--- src/rtl/if_stage_pkg.sv ---
// Shared types and constants for the instruction fetch stage.
// Included by if_stage and its instruction queue.
package if_stage_pkg;

    localparam int unsigned XLEN       = 64;
    localparam int unsigned INST_W     = 32;
    localparam int unsigned ILEN_BYTES = 4;

    localparam logic [XLEN-1:0] PC_START = 64'h8000_0000;

    typedef logic [INST_W-1:0] inst_t;
    typedef logic [XLEN-1:0]   addr_t;

    typedef enum logic [1:0] {
        IF_FETCH = 2'd0,
        IF_WAIT  = 2'd1,
        IF_DROP  = 2'd2
    } if_state_e;

    // Bundle handed to decode, 96 bits wide.
    typedef struct packed {
        addr_t inst_addr;
        inst_t inst;
    } if_id_t;

    function automatic addr_t next_seq_pc(input addr_t pc);
        return pc + addr_t'(ILEN_BYTES);
    endfunction

endpackage

--- src/rtl/if_stage_inst_fifo.sv ---
// Small synchronous queue of fetched {inst_addr, inst} pairs.
// Head outputs read as zero whenever the queue is empty.
module inst_fifo
    import if_stage_pkg::*;
#(
    parameter  int unsigned DEPTH = 2,
    localparam int unsigned CNT_W = $clog2(DEPTH + 1),
    localparam int unsigned PTR_W = (DEPTH > 1) ? $clog2(DEPTH) : 1
) (
    input  logic             clk_i,
    input  logic             rst_i,
    input  logic             flush_i,
    input  logic             push_i,
    input  if_id_t           push_data_i,
    input  logic             pop_i,
    output logic             valid_o,
    output if_id_t           head_o,
    output logic [CNT_W-1:0] count_o
);

    if_id_t           mem_q [DEPTH];
    logic [PTR_W-1:0] rd_ptr_q, rd_ptr_d;
    logic [PTR_W-1:0] wr_ptr_q, wr_ptr_d;
    logic [CNT_W-1:0] count_q, count_d;
    logic             empty;
    logic             do_push;
    logic             do_pop;

    function automatic logic [PTR_W-1:0] ptr_inc(
        input logic [PTR_W-1:0] p
    );
        if (p == PTR_W'(DEPTH - 1)) begin
            return '0;
        end
        return p + PTR_W'(1);
    endfunction

    assign empty   = (count_q == '0);
    assign do_pop  = pop_i && !empty;
    assign do_push = push_i && ((count_q != CNT_W'(DEPTH)) || do_pop);

    always_comb begin
        rd_ptr_d = rd_ptr_q;
        wr_ptr_d = wr_ptr_q;
        count_d  = count_q;
        if (flush_i) begin
            rd_ptr_d = '0;
            wr_ptr_d = '0;
            count_d  = '0;
        end else begin
            if (do_push) begin
                wr_ptr_d = ptr_inc(wr_ptr_q);
            end
            if (do_pop) begin
                rd_ptr_d = ptr_inc(rd_ptr_q);
            end
            unique case ({do_push, do_pop})
                2'b10:   count_d = count_q + CNT_W'(1);
                2'b01:   count_d = count_q - CNT_W'(1);
                default: count_d = count_q;
            endcase
        end
    end

    always_ff @(posedge clk_i) begin
        if (rst_i) begin
            rd_ptr_q <= '0;
            wr_ptr_q <= '0;
            count_q  <= '0;
        end else begin
            rd_ptr_q <= rd_ptr_d;
            wr_ptr_q <= wr_ptr_d;
            count_q  <= count_d;
        end
    end

    // Storage needs no reset: stale slots are masked by the count.
    always_ff @(posedge clk_i) begin
        if (do_push && !flush_i) begin
            mem_q[wr_ptr_q] <= push_data_i;
        end
    end

    assign valid_o = !empty;
    assign head_o  = empty ? '0 : mem_q[rd_ptr_q];
    assign count_o = count_q;

endmodule

--- src/rtl/if_stage.sv ---
// Instruction fetch: PC register, single-outstanding imem fetch FSM,
// and an instruction queue feeding decode over valid/ready.
module if_stage
    import if_stage_pkg::*;
#(
    parameter logic [63:0] RESET_PC = PC_START,
    parameter int unsigned DEPTH    = 2
) (
    input  logic        clk,
    input  logic        rst,
    input  logic        redirect_valid,
    input  logic [63:0] redirect_pc,
    output logic        imem_req,
    output logic [63:0] imem_addr,
    input  logic        imem_gnt,
    input  logic        imem_rvalid,
    input  logic [31:0] imem_rdata,
    output logic        id_valid,
    input  logic        id_ready,
    output logic [31:0] inst,
    output logic [63:0] inst_addr
);

    localparam int unsigned CNT_W = $clog2(DEPTH + 1);

    if_state_e        state_q, state_d;
    addr_t            pc_q, pc_d;
    addr_t            req_pc_q, req_pc_d;
    logic             push;
    logic             has_room;
    logic [CNT_W-1:0] fifo_count;
    if_id_t           push_data;
    if_id_t           head;

    assign has_room  = fifo_count < CNT_W'(DEPTH);
    assign imem_req  = !rst && (state_q == IF_FETCH) && has_room;
    assign imem_addr = pc_q;
    assign push_data = '{inst_addr: req_pc_q, inst: imem_rdata};

    always_comb begin
        state_d  = state_q;
        pc_d     = pc_q;
        req_pc_d = req_pc_q;
        push     = 1'b0;
        unique case (state_q)
            IF_FETCH: begin
                if (imem_req && imem_gnt) begin
                    req_pc_d = pc_q;
                    if (redirect_valid) begin
                        pc_d    = redirect_pc;
                        state_d = IF_DROP;
                    end else begin
                        pc_d    = next_seq_pc(pc_q);
                        state_d = IF_WAIT;
                    end
                end else if (redirect_valid) begin
                    pc_d = redirect_pc;
                end
            end
            IF_WAIT: begin
                if (imem_rvalid) begin
                    state_d = IF_FETCH;
                    if (redirect_valid) begin
                        pc_d = redirect_pc;
                    end else begin
                        push = 1'b1;
                    end
                end else if (redirect_valid) begin
                    pc_d    = redirect_pc;
                    state_d = IF_DROP;
                end
            end
            IF_DROP: begin
                // The outstanding response belongs to a dead path.
                if (redirect_valid) begin
                    pc_d = redirect_pc;
                end
                if (imem_rvalid) begin
                    state_d = IF_FETCH;
                end
            end
            default: begin
                state_d = IF_FETCH;
            end
        endcase
    end

    always_ff @(posedge clk) begin
        if (rst) begin
            state_q  <= IF_FETCH;
            pc_q     <= RESET_PC;
            req_pc_q <= '0;
        end else begin
            state_q  <= state_d;
            pc_q     <= pc_d;
            req_pc_q <= req_pc_d;
        end
    end

    inst_fifo #(
        .DEPTH(DEPTH)
    ) u_fifo (
        .clk_i      (clk),
        .rst_i      (rst),
        .flush_i    (redirect_valid),
        .push_i     (push),
        .push_data_i(push_data),
        .pop_i      (id_ready),
        .valid_o    (id_valid),
        .head_o     (head),
        .count_o    (fifo_count)
    );

    assign inst      = head.inst;
    assign inst_addr = head.inst_addr;

endmodule

--- config.mk ---
export PLATFORM = sky130hd
export DESIGN_NAME = if_stage
export DESIGN_NICKNAME = d
export VERILOG_FILES = /design/src/rtl/if_stage_pkg.sv /design/src/rtl/if_stage_inst_fifo.sv /design/src/rtl/if_stage.sv
export SDC_FILE = /design/constraint.sdc
export NUM_CORES = 1
export LEC_CHECK = 0
export ABC_CLOCK_PERIOD_IN_PS = 18000
export BUFFER_PORTS_ARGS = -buffer_cell sky130_fd_sc_hd__buf_2
export CAP_MARGIN = 0
export CORE_UTILIZATION = 35
export DETAILED_ROUTE_END_ITERATION = 8
export GPL_TIMING_DRIVEN = 1
export PLACE_DENSITY_LB_ADDON = 0.1
export RECOVER_POWER = 100
export SYNTH_ARGS = -nofsm -noshare
export SYNTH_HDL_FRONTEND = slang
export SYNTH_SLANG_ARGS = --single-unit
export TNS_END_PERCENT = 20
--- constraint.sdc ---
create_clock -name clk -period 18 [get_ports clk]
set_input_delay 2.7 -clock clk [delete_from_list [all_inputs] [get_ports clk]]
set_output_delay 2.7 -clock clk [all_outputs]
set_load 0.01 [all_outputs]
; Yosys cells after proc, flatten, opt, wreduce, memory -nomap -nowiden
; Memories as Yosys holds them, arrays and structs flattened. A register that Yosys moved wholly into a read port is not among the register bits.
; Cells that the tools add are included.
[word_totals]
ff_bits = 134
ramBits = 192
input_bits = 102
output_inout_bits = 162
elab_cells = 68
memories = 1
[op_classes]
addsub = 5
n_lt_le_gt_ge = 1
eq_ne = 8
n_mux = 29
n_reduce_logical = 18
[mem_list]
columns = name, words, word_bits, rd, rd_clocked_by_memory_dff, wr, line_no
row1 = u_fifo.mem_q, 2, 96, 1, 1, 1, if_stage_inst_fifo.sv:21  ; if_id_t mem_q [DEPTH];
[ops]
columns = cell, count
row1 = $mux 64, 3
row2 = $pmux 64 s2, 1
row3 = $mux 96, 1
row4 = $add 64x3->64 const B, 1
row5 = $mux 1, 17
row6 = $mux 2, 5
row7 = $logic_and 1x1->1, 6
row8 = $pmux 2 s3, 1
row9 = $eq 2x1->1 const B, 2
row10 = $eq 2x2->1 const B, 2
row11 = $logic_not 2->1, 2
row12 = $ne 2x2->1 const B, 2
row13 = $pmux 2 s2, 1
row14 = $reduce_bool 2->1, 2
row15 = $reduce_or 2->1, 2
row16 = $logic_not 1->1, 3
row17 = $ne 3x3->1 const B, 1
row18 = $reduce_and 3->1, 1
row19 = $add 1x1->1 const B, 2
row20 = $add 2x1->2 const B, 1
row21 = $lt 2x2->1 const B, 1
row22 = $ne 2x1->1 const B, 1
row23 = $reduce_and 2->1, 1
row24 = $sub 2x1->2 const B, 1
row25 = $logic_or 1x1->1, 1

; Longest topological paths before layout
; Gate-level depths: netlist (run 1).
[logic_depth]
ltp_word = 8
depth_mapped = 10
depth_no_buf = 9

; By module
; A second synthesis (run 1) with hierarchy kept.
[hier_totals]
hier_cells = 1327
area_unflattened_um2 = 14067.2
[modules_own_cells]
columns = module, n_inst, cells_each, area_each_um2, seq_area_each_um2
row1 = inst_fifo, 1, 432, 7438.4, 5865.6
row2 = if_stage, 1, 895, 6628.9, 2602.5

; Least setup slack after synthesis (run 1)
; Ideal clock, no wire load.
[synth_path]
kind = in2reg
startpoint = in redirect_valid
endpoint = mem u_fifo.mem_q[0][0] (netlist name) (enable)
setup_time_ns = 0.552
arrival_ns = 7.353
t_required_ns = 17.448
setup_slack_ns = 10.095
stages = 4
path_buffers = 1
path_cell_list = clkbuf_1 -> nor2_1 -> o311ai_0 -> nor2_1
[synth_between]
elab_chain_len = 7
word_cells_on_any_way = 8
classes_between = mux: 5 / reduce/logical: 3
[synth_rtl]
columns = item, line_no
row1 = "start, declared", if_stage.sv:11  ; input logic redirect_valid,
row2 = $mux 1, if_stage.sv:63  ; if (redirect_valid) begin
row3 = $mux 1, if_stage.sv:61  ; if (imem_rvalid) begin
row4 = $mux 1, if_stage.sv:45  ; unique case (state_q)
row5 = $logic_and 1x1->1, if_stage_inst_fifo.sv:40  ; assign do_push = push_i && ((count_q != CNT_W'(DEPTH)) || do_pop);
row6 = $logic_and 1x1->1 (*), if_stage_inst_fifo.sv:79  ; if (do_push && !flush_i) begin
row7 = $mux 1 (*), if_stage_inst_fifo.sv:79
row8 = $mux 1 (implied by the code) (*), if_stage_inst_fifo.sv:80  ; mem_q[wr_ptr_q] <= push_data_i;
row9 = "end, declared", if_stage_inst_fifo.sv:21
; Mark *: on every way between the ends. The rest lies on a longest branch, timed or not.

; Final worst setup path (run 1)
[layout_path]
startpoint = in redirect_valid
endpoint = mem u_fifo.mem_q[0][60] (netlist name) (enable)
; Same word-level chain as after synthesis.

==> metrics.txt, run 1 <==
endpoint class of the critical path=flip-flop; most frequent cells after synthesis=edfxtp_1 (192), nand2_1 (182), nor2_1 (167); clock slew at reported path FFs=60 ps; Hold Violations, Final=0; mux cell area share after synthesis=0.08038; Post-Synth Simple-Gate Area=0.1653; Post-CTS Setup Bufs=0; Syn Inst Count=1309; mapped cell area=between 10000 and 15000 um^2; clock net sink count=327; met3 GRT Util=0.04017; DR iter-0 viols=668; Final period util=0.5560; CP max stage cell=clkbuf_1; vias=between 10k and 15k; CP bufs+invs=4; gp weighted congestion=between 0.8 and 0.9; Syn Nets=approximately 1.4k; final net count=1645; drt first pass iters=5; most frequent CP cell=clkbuf_1; final core occ=0.4282; Worst-Skew Late Latency=530 ps; crit path cell chain=buf_2, clkbuf_1, nor2_1, o311ai_0, clkbuf_1, nor2_1, clkbuf_1; xor/xnor cell area share of the yosys netlist=0.002509; Max stage delay on crit path=approximately 3100 ps; synthesis-to-finish area growth=19.62%; CTS resizes=0; post-synthesis adder-cell area fraction=0.005376; Compound-Gate Fraction of Synth Area=0.1107; Critical Path RT=~18000 ps; I/O pin count=between 200 and 300; Async S/R FF share, synth=0; gr usage total=0.2001; number of global-route vias before repair=10.15k; Pwr Total=roughly 1.7 mW; largest net degree at the start of global routing=between 80 and 90; RSZ-0062 raised after global routing=false; row count=72; FF+latch count, synth=around 330; max-cap violations=11; CTS Buf Count=37; CTS Root Cell=clkbuf_16; CTS tree=built; fillcell total=3917; largest family of logic cells by synthesized area=simple AND/OR/NAND/NOR gates; Crit path arrival time=10030 ps; failing checks=capacitance limit, slew limit; first-pass GRT wire length=between 60 and 70 mm; met2 Use GR=0.3071; Reg area=8468 um^2; Worst Tran Pin Value=about 4300 ps; Die ar.=~40000 um^2; Die Ht=between 200 and 250 um; Setup-failing EPs final=0; WL final=41.62 mm; Mean Syn Cell Area=~11 um^2; f_max=~0.10 GHz; met1 usage=0.2843; largest cells by area after synthesis=edfxtp_1 (41%), dfxtp_1 (19%), mux2i_1 (8.0%), nand2_1 (4.9%), nor2_1 (4.5%); crit path kind=input pin to flip-flop; Synth area leader=edfxtp_1; Overflow after GRT=0; Main synth FF type=edfxtp_1; skew final=between 15 and 20 ps; Core Area=a little under 40000 um^2; Max FO, Critical Path=between 70 and 80; antenna viol nets, final=0; Detail Placement HPWL=about 27 mm; area of the multi-input gates=~5100 um^2; top-count cell post-synth=edfxtp_1; H-tree depth=2; initial antenna violation count=0; top cell type's share of synthesized area=0.4129; die width=201.7 um; DRC=0; maximum VDD drop=between 40 and 50 uV; cell family with most CP delay=buffers and inverters; max-slew violations=572; CTS Buffer Depth=3; number of antenna diodes=0; startpoint types=input pin; Synth Warn #=0; Buffers on Ports=263; Tmin final=roughly 10000 ps; WL/cell=19.97 um; pwr/cell area=104.4 nW/um^2; HP Class=flip-flop to flip-flop; Lkg Pwr=5.415 nW; ratio of cells with drive above 1 in the final layout=0.09962; EDFF count, synth=~190; Seq/Total Area, Yosys=0.6065; initial core utilization=0.3580; grt peak-use layer=met2; Fin Setup TNS=0 ps; status=finished with violations; Yosys cell types=66; Slew HR=-1.877; drt via density=about 5.3; cts hold-fix bufs=0
==> power breakdown <==
group,switching [mW],internal (mW),leakage (nW),total [mW]
sequential,0.0277,0.811,2.79,0.839
combinational,0.0824,0.0429,2.02,0.125
clock,0.294,0.487,0.609,0.781
total,0.404,1.34,5.42,1.74
==> registers in the layout, summed over array words and instances (netlist names), named ones only <==
register         count
u_fifo.rd_ptr_q      1
u_fifo.count_o       2
state_q              2
imem_addr           64
u_fifo.mem_q       192
u_fifo.wr_ptr_q      1
req_pc_q            64
==> final timing paths <==
check                  from                   to  slack (ps)  cells after the start
min reg2reg    req_pc_q[41]  u_fifo.mem_q[1][73]         440                      0
min            req_pc_q[41]  u_fifo.mem_q[1][73]         440                      0
max reg2reg      state_q[1]  u_fifo.mem_q[0][60]       11280                      8
max          redirect_valid  u_fifo.mem_q[0][60]        7990                      7
==> through the flow <==
step | cells | instance area, um^2 | hold WS (ps) | setup slack, ps
final | 2084 | 16700 | 444.8 | 7992
after floorplan | 1309 | 13960 | 425.4 | 10100
after global placement | 2016 | 15730 | 431.3 | 11500
after global routing | 2084 | 16700 | 456.4 | 7247
after detailed placement | 2016 | 15730 | 436.9 | 11510
after CTS | 2084 | 17000 | 449.0 | 11500
==> per-layer routing <==
metal,vias to the layer above,wire length (um)
met5,-,0
met4,0,949
met3,56,2845
met2,405,18730
met1,5255,19090
li1,5234,-
==> area by class of cell <==
cell class	count	share of cell area
tap	518	0.03880
sequential	327	0.5070
clock buffer	56	0.06464
clock inverter	12	0.01139
timing repair buffer	277	0.06981
multi-input combinational	877	0.3046
inverter	17	0.003820
==> placed cells by master, fill, tap and decap left out, types with 6 or more instances in the layout <==
| cell type | instances |
|---|---|
| buf_2 | 83 |
| nor2_1 | 167 |
| o211ai_1 | 10 |
| and3_1 | 15 |
| inv_1 | 15 |
| buf_4 | 6 |
| a31oi_1 | 19 |
| or4_1 | 10 |
| and4_1 | 7 |
| dfxtp_1 | 135 |
| nand2_1 | 181 |
| or3_1 | 12 |
| nor3_1 | 12 |
| o21ai_0 | 33 |
| o22ai_1 | 9 |
| mux2i_1 | 111 |
| a21oi_1 | 106 |
| clkbuf_1 | 201 |
| edfxtp_1 | 192 |
| nand3_1 | 37 |
| a22oi_1 | 29 |
| clkbuf_16 | 39 |
| nor4_1 | 11 |
| nand4_1 | 26 |
==> logic make-up (layout without fill, tap and decap cells) <==
kind of cell    count (synthesis)  in the layout
flops                         327            327
compound gates                251            251
mux                           112            112
buf+inv                       105            362
fa+ha+maj                       6              6
simple gates                  504            504
xor+xnor                        4              4
Note: power is estimated with default switching activity, not from simulation.
==> run 2: changes to the inputs <==
--- a/config.mk
+++ b/config.mk
@@ -5,7 +5,7 @@
 export SDC_FILE = /design/constraint.sdc
 export NUM_CORES = 1
 export LEC_CHECK = 0
-export ABC_CLOCK_PERIOD_IN_PS = 18000
+export ABC_CLOCK_PERIOD_IN_PS = 9450
 export BUFFER_PORTS_ARGS = -buffer_cell sky130_fd_sc_hd__buf_2
 export CAP_MARGIN = 0
 export CORE_UTILIZATION = 35
==> constraint.sdc (replaced) <==
create_clock -name clk -period 9.45 [get_ports clk]
set_input_delay 1.4175 -clock clk [delete_from_list [all_inputs] [get_ports clk]]
set_output_delay 1.4175 -clock clk [all_outputs]
set_load 0.01 [all_outputs]
==> run 2 against run 1 <==
Net effect: the flow still finishes with violations (capacitance limit, slew limit); design area down 0.24%; largest power group unchanged; critical path depth unchanged; critical endpoint is now u_fifo.mem_q[1][59]; clock-buffer cell count up 1; clock power up 79%; utilization down 0.10 points; setup slack worse by 4800 ps; sequential share of layout area up 0.14 points.
==> metrics.txt, run 2 (synthesized netlist as in run 1, its figures left out) <==
Tmin final=around 6200 ps; sw power=0.7814 mW (was 0.4040 mW); maximum VDD drop=94.36 uV (was 43.59 uV); HP Class=flip-flop to flip-flop (unchanged); Final period util=0.6606; Post-CTS Setup Bufs=0 (unchanged); Crit path arrival time=6360 ps (was 10030 ps); Comb pwr share=0.073 (was 0.072); Die ar.=40700 um^2 (unchanged); initial antenna violation count=0 (unchanged); status=finished with violations (unchanged); Overflow after GRT=0 (unchanged); RSZ-0062 raised after global routing=false (unchanged); commonest cells after routing, fill and taps aside=edfxtp_1 (192), clkbuf_1 (190), nand2_1 (182) (was clkbuf_1 (201), edfxtp_1 (192), nand2_1 (181)); startpoint types=input pin (unchanged); pwr/cell area=194.1 nW/um^2 (was 104.4 nW/um^2); CTS Buf Count=38 (was 37); ratio of cells with drive above 1 in the final layout=0.1091 (was 0.09962); largest net degree at the start of global routing=83 (unchanged); initial core utilization=0.3580 (unchanged); vias=10.99k (was 10.95k); H-tree depth=2 (unchanged); cts hold-fix bufs=0 (unchanged); CTS Buffer Depth=3 (unchanged); die width=201.7 um (unchanged); Critical Path RT=9570 ps (was 18030 ps); antenna viol nets, final=0 (unchanged); clock slew at reported path FFs=60 ps (about the same); Setup-failing EPs final=0 (unchanged); failing checks=capacitance limit, slew limit (unchanged); Worst-Skew Late Latency=540 ps (was 530 ps); Flop pwr share=0.494 (was 0.481); Detail Placement HPWL=27.88 mm (was 27.41 mm); cell area after layout=16660 um^2 (was 16700 um^2); drt first pass iters=8 (was 5); number of antenna diodes=0 (unchanged); commonest non-fill, non-tap cell in the layout=edfxtp_1 (was clkbuf_1); synthesis-to-finish area growth=19.34% (was 19.62%); CTS tree=built (unchanged); Die Ht=201.7 um (unchanged); crit path kind=input pin to flip-flop (unchanged); clock net sink count=327 (unchanged); Fin Setup TNS=0 ps (unchanged); number of global-route vias before repair=10.19k (was 10.15k); fillcell total=3942 (was 3917); drt via density=5.269 (was 5.254); final net count=1647 (was 1645); max-slew violations=212 (was 572); Hold Violations, Final=0 (unchanged); Lkg Pwr=5.427 nW (was 5.415 nW); Max FO, Critical Path=76 (unchanged); DRC=0 (unchanged); WL final=42.09 mm (was 41.62 mm); skew final=17.79 ps (was 19.54 ps); Core Area=39010 um^2 (unchanged); max-cap violations=5 (was 11); Worst Tran Pin Value=2947 ps (was 4315 ps); endpoint class of the critical path=flip-flop (unchanged); CTS resizes=0 (unchanged); Largest register FFs=192 (unchanged); I/O pin count=264 (unchanged); Switching Fraction=0.2416 (was 0.2316); clock network fraction of design power=0.433 (was 0.447); Slew HR=-0.9719 (was -1.877); final core occ=0.4272 (was 0.4282); area post-placement=15730 um^2 (about the same); CTS Root Cell=clkbuf_16 (unchanged); f_max=about 0.16 GHz; DR iter-0 viols=704 (was 668); first-pass GRT wire length=62.80 mm (was 62.29 mm); row count=72 (unchanged); Pint=2.453 mW (was 1.340 mW); Biggest register=u_fifo.mem_q (unchanged); Buffers on Ports=263 (unchanged); Pwr Total=3.234 mW (was 1.744 mW); gr usage total=0.2019 (was 0.2001); gp weighted congestion=0.8062 (was 0.8093); WL/cell=20.18 um (was 19.97 um)
-- run 2: layer usage --
layer | up-vias | GRT usage | part of all wire
li1 | 5244 | - | -
met1 | 5327 | 0.2844 | 0.46
met2 | 365 | 0.3166 | 0.46
met3 | 56 | 0.03903 | 0.061
met4 | 0 | 0.05384 | 0.018
met5 | - | 0 | 0
-- run 2: stage by stage --
| step | std cells | hold WS (ps) | worst slack (ps) |
|---|---|---|---|
| global route | 2086 | 458.3 | 2676 |
| detailed placement | 2017 | 438.2 | 4371 |
| floorplan | 1309 | 425.4 | 2828 |
| CTS | 2086 | 449.3 | 4813 |
| finish | 2086 | 447.9 | 3208 |
| global placement | 2017 | 430.0 | 4359 |
-- run 2: worst paths after layout --
path | from | end | slack [ps] | cells past startpoint
setup / recovery | redirect_valid | u_fifo.mem_q[1][59] | 3210 | 7
hold / removal | req_pc_q[31] | u_fifo.mem_q[0][63] | 450 | 0
hold reg to reg | req_pc_q[31] | u_fifo.mem_q[0][63] | 450 | 0
setup reg to reg | state_q[1] | u_fifo.mem_q[1][59] | 4040 | 8
-- run 2: critical path, cell delays in order --
cell,delay [ps]
buf_2,90
buf_4,340
nor2_1,260
o311ai_0,150
clkbuf_1,170
nor2_1,2160
clkbuf_2,1660
-- run 2: cell type report --
cell class                      instances  area [um^2]  area share
Sequential cell                       327         8472      0.5084
Multi-Input combinational cell        877         5087      0.3053
Timing Repair Buffer                  278         1202     0.07216
Clock buffer                           57         1094     0.06563
Tap cell                              518        648.1     0.03889
Clock inverter                         12        96.34    0.005782
Inverter                               17        63.81    0.003829
-- run 2: power by group through the flow --
stage / sequential (mW) / clock [mW] / combinational [mW]
after floorplan: 1.61 / 0 / 0.137
after global placement: 1.63 / 0 / 0.241
after detailed placement: 1.63 / 0 / 0.244
after CTS: 1.60 / 1.44 / 0.245
after global routing: 1.60 / 1.49 / 0.261
final: 1.60 / 1.40 / 0.236
==> run 3: changes to the inputs <==
--- a/config.mk
+++ b/config.mk
@@ -5,7 +5,8 @@
 export SDC_FILE = /design/constraint.sdc
 export NUM_CORES = 1
 export LEC_CHECK = 0
-export ABC_CLOCK_PERIOD_IN_PS = 9450
+export ABC_AREA = 1
+export ABC_CLOCK_PERIOD_IN_PS = 6450
 export BUFFER_PORTS_ARGS = -buffer_cell sky130_fd_sc_hd__buf_2
 export CAP_MARGIN = 0
 export CORE_UTILIZATION = 35
==> constraint.sdc (replaced) <==
create_clock -name clk -period 6.45 [get_ports clk]
set_input_delay 0.9675 -clock clk [delete_from_list [all_inputs] [get_ports clk]]
set_output_delay 0.9675 -clock clk [all_outputs]
set_load 0.01 [all_outputs]
==> run 3 against run 2 <==
Net effect: the run still ends with capacitance limit, slew limit left; clock-buffer cell count down 7; die area up 6.0%; utilization decreased by 0.96 points; global-route usage increased by 1.7 points; register-to-register slack got worse by 1900 ps; critical path type unchanged; largest cell class unchanged; largest power group unchanged; highest routed layer unchanged.
==> metrics.txt, run 3 <==
initial core utilization=0.3539 (was 0.3580); crit path kind=input pin to flip-flop (unchanged); largest net degree at the start of global routing=101 (was 83); top cell type's share of synthesized area=0.3892 (was 0.4129); pwr/cell area=317.4 nW/um^2 (was 194.1 nW/um^2); Async S/R FF share, synth=0 (unchanged); cts hold-fix bufs=0 (unchanged); Worst-Skew Late Latency=550 ps (was 540 ps); post-route met1 wirelength=23.29 mm (was 19.40 mm); largest cells by area after synthesis=edfxtp_1 (39%), dfxtp_1 (18%), nand2_1 (10%), a21oi_1 (7.7%), nor2_1 (5.2%) (was edfxtp_1 (41%), dfxtp_1 (19%), mux2i_1 (8.0%), nand2_1 (4.9%), nor2_1 (4.5%)); startpoint types=input pin (unchanged); Critical Path RT=6910 ps (was 9570 ps); first-pass GRT wire length=72.28 mm (was 62.80 mm); Syn Nets=1821 (was 1417); Max stage delay on crit path=2090 ps (was 2160 ps); Setup-failing EPs final=0 (unchanged); skew final=28.69 ps (was 17.79 ps); commonest cells after routing, fill and taps aside=nand2_1 (405), a21oi_1 (227), nor2_1 (206) (was edfxtp_1 (192), clkbuf_1 (190), nand2_1 (182)); Slew HR=-0.9777 (was -0.9719); number of antenna diodes=0 (unchanged); uppermost routed layer=met4 (unchanged); Critical Path Stages=5 (was 7); crit path cell chain=clkbuf_1, clkbuf_1, o21ai_0, o21bai_1, a21oi_1 (was buf_2, buf_4, nor2_1, o311ai_0, clkbuf_1, nor2_1, clkbuf_2); Pwr Total=5.548 mW (was 3.234 mW); f_max=approximately 0.21 GHz; Crit path arrival time=5280 ps (was 6360 ps); cell area after layout=17480 um^2 (was 16660 um^2); DRC=0 (unchanged); Tmin final=roughly 4800 ps; I/O pin count=264 (unchanged); initial antenna violation count=0 (unchanged); max-cap violations=7 (was 5); crit path launch=redirect_valid (unchanged); CTS tree=built (unchanged); endpoint class of the critical path=flip-flop (unchanged); Detail Placement HPWL=32.78 mm (was 27.88 mm); Fin Setup TNS=0 ps (unchanged); max-slew violations=462 (was 212); WL/cell=19.22 um (was 20.18 um); final core occ=0.4176 (was 0.4272); Die ar.=43150 um^2 (was 40700 um^2); row count=75 (was 72); Mean Syn Cell Area=8.647 um^2 (was 10.67 um^2); Met2 Routed Length=20.80 mm (was 19.33 mm); Main synth FF type=edfxtp_1 (unchanged); Buffers on Ports=263 (unchanged); Post-CTS Setup Bufs=0 (unchanged); Synth Warn #=0 (unchanged); maximum VDD drop=144.3 uV (was 94.36 uV); CTS Buf Count=37 (was 38); crit path to=imem_addr[4] (was u_fifo.mem_q[1][59]); r2r startpoint=state_q[1] (unchanged); RSZ-0062 raised after global routing=false (unchanged); Largest register FFs=192 (unchanged); CTS resizes=0 (unchanged); r2r setup slk=2180 ps (was 4040 ps); WL final=48.10 mm (was 42.09 mm); Max FO, Critical Path=60 (was 76); H-tree depth=2 (unchanged); Core Area=41850 um^2 (was 39010 um^2); HP Class=flip-flop to flip-flop (unchanged); vias=12.68k (was 10.99k); mapped cell area=14810 um^2 (was 13960 um^2); RR Endpoint=u_fifo.mem_q[0][86] (was u_fifo.mem_q[1][59]); ratio of cells with drive above 1 in the final layout=0.1013 (was 0.1091); CTS Root Cell=clkbuf_16 (unchanged); Die Ht=207.7 um (was 201.7 um); cell family with most CP delay=buffers and inverters (was simple AND/OR/NAND/NOR gates); most frequent CP cell=clkbuf_1 (was nor2_1); clock slew at reported path FFs=60 ps (about the same); Lkg Pwr=6.326 nW (was 5.427 nW); status=finished with violations (unchanged); drt first pass iters=7 (was 8); synthesis-to-finish area growth=18.00% (was 19.34%); number of global-route vias before repair=12.00k (was 10.19k); commonest non-fill, non-tap cell in the layout=nand2_1 (was edfxtp_1); Hold Violations, Final=0 (unchanged); DR iter-0 viols=952 (was 704); Yosys cell types=47 (was 66); Biggest register=u_fifo.mem_q (unchanged); Worst Reg-to-Reg Cells=10 (was 8); gp weighted congestion=0.9230 (was 0.8062); CP bufs+invs=2 (was 4); Final period util=0.7481; most frequent cells after synthesis=nand2_1 (405), a21oi_1 (227), nor2_1 (207) (was edfxtp_1 (192), nand2_1 (182), nor2_1 (167)); area post-placement=16560 um^2 (was 15730 um^2); drt via density=5.068 (was 5.269); Synth area leader=edfxtp_1 (unchanged); Routed met3 length=2.822 mm (was 2.581 mm); Worst Tran Pin Value=2967 ps (was 2947 ps); clock net sink count=327 (unchanged); gr usage total=0.2189 (was 0.2019); CTS Buffer Depth=3 (unchanged); Seq/Total Area, Yosys=0.5717 (was 0.6065); Syn Inst Count=1713 (was 1309); die width=207.7 um (was 201.7 um); top-count cell post-synth=nand2_1 (was edfxtp_1); EDFF count, synth=192 (unchanged); CP max stage cell=clkbuf_1 (was nor2_1); Overflow after GRT=0 (unchanged); FF+latch count, synth=327 (unchanged); failing checks=capacitance limit, slew limit (unchanged); final net count=2044 (was 1647); antenna viol nets, final=0 (unchanged)
run 3: cell types whose count changed after synthesis, sizes merged, moves of 44 or more:
cell,before,now
a21oi,106,227
inv,16,105
mux2i,111,0
nand2,182,416
nand3,38,82
nor2,167,228
o21ai,33,129
run 3: kinds of logic (layout without fill, tap and decap cells):
| kind of cell | after synthesis | count (layout) | share of synthesized area |
|---|---|---|---|
| buf+inv | 200 | 451 | 0.05271 |
| compound gates | 395 | 395 | 0.1394 |
| simple gates | 774 | 774 | 0.2247 |
| fa+ha+maj | 6 | 6 | 0.005068 |
| xor+xnor | 11 | 11 | 0.006504 |
| flops | 327 | 327 | 0.5717 |
run 3: layout make-up:
| class | count | area, um^2 |
|---|---|---|
| Multi-Input combinational cell | 1186 | 5582 |
| Inverter | 107 | 401.6 |
| Tap cell | 539 | 674.4 |
| Clock inverter | 17 | 117.6 |
| Fill cell | 4284 | 24370 |
| Sequential cell | 327 | 8468 |
| Timing Repair Buffer | 277 | 1177 |
| Clock buffer | 50 | 1059 |
run 3: worst register-to-register path, stage by stage (launching register included):
cell,delay (ps)
dfxtp_1,330
inv_1,100
ha_1,150
inv_1,50
nor2_1,130
nand2_1,90
a31oi_1,190
inv_1,150
nor2_4,90
clkbuf_1,1660
buf_4,890
run 3: per-layer routing:
metal	vias to the layer above	GRT usage
met4	0	0.06922
met2	438	0.3279
met3	73	0.03343
met5	-	0
met1	5932	0.3233
li1	6241	-
run 3: worst min-delay path by stage:
| stage | start | end | cells past startpoint |
|---|---|---|---|
| 2_1_floorplan | req_pc_q[3] | u_fifo.mem_q[0][35] | 0 |
| 3_3_place_gp | req_pc_q[45] | u_fifo.mem_q[0][77] | 0 |
| 3_5_place_dp | req_pc_q[51] | u_fifo.mem_q[0][83] | 0 |
| 4_1_cts | req_pc_q[51] | u_fifo.mem_q[0][83] | 0 |
| 5_1_grt | req_pc_q[51] | u_fifo.mem_q[0][83] | 0 |
| 6_report | req_pc_q[51] | u_fifo.mem_q[0][83] | 0 |
run 3: stage by stage:
step	cells	setup slack [ps]	hold slack [ps]
detailed placement	2436	2864	434.5
global route	2503	1319	454.9
finish	2503	1625	450.6
global placement	2436	2884	438.5
floorplan	1713	168.8	420.3
CTS	2503	2531	449.7
run 3: power breakdown:
part           internal (mW)  switching (mW)  leakage (nW)
clock network           1.20           0.853         0.581
registers               2.45           0.234          2.87
logic                  0.253           0.563          2.87
total                   3.90            1.65          6.33
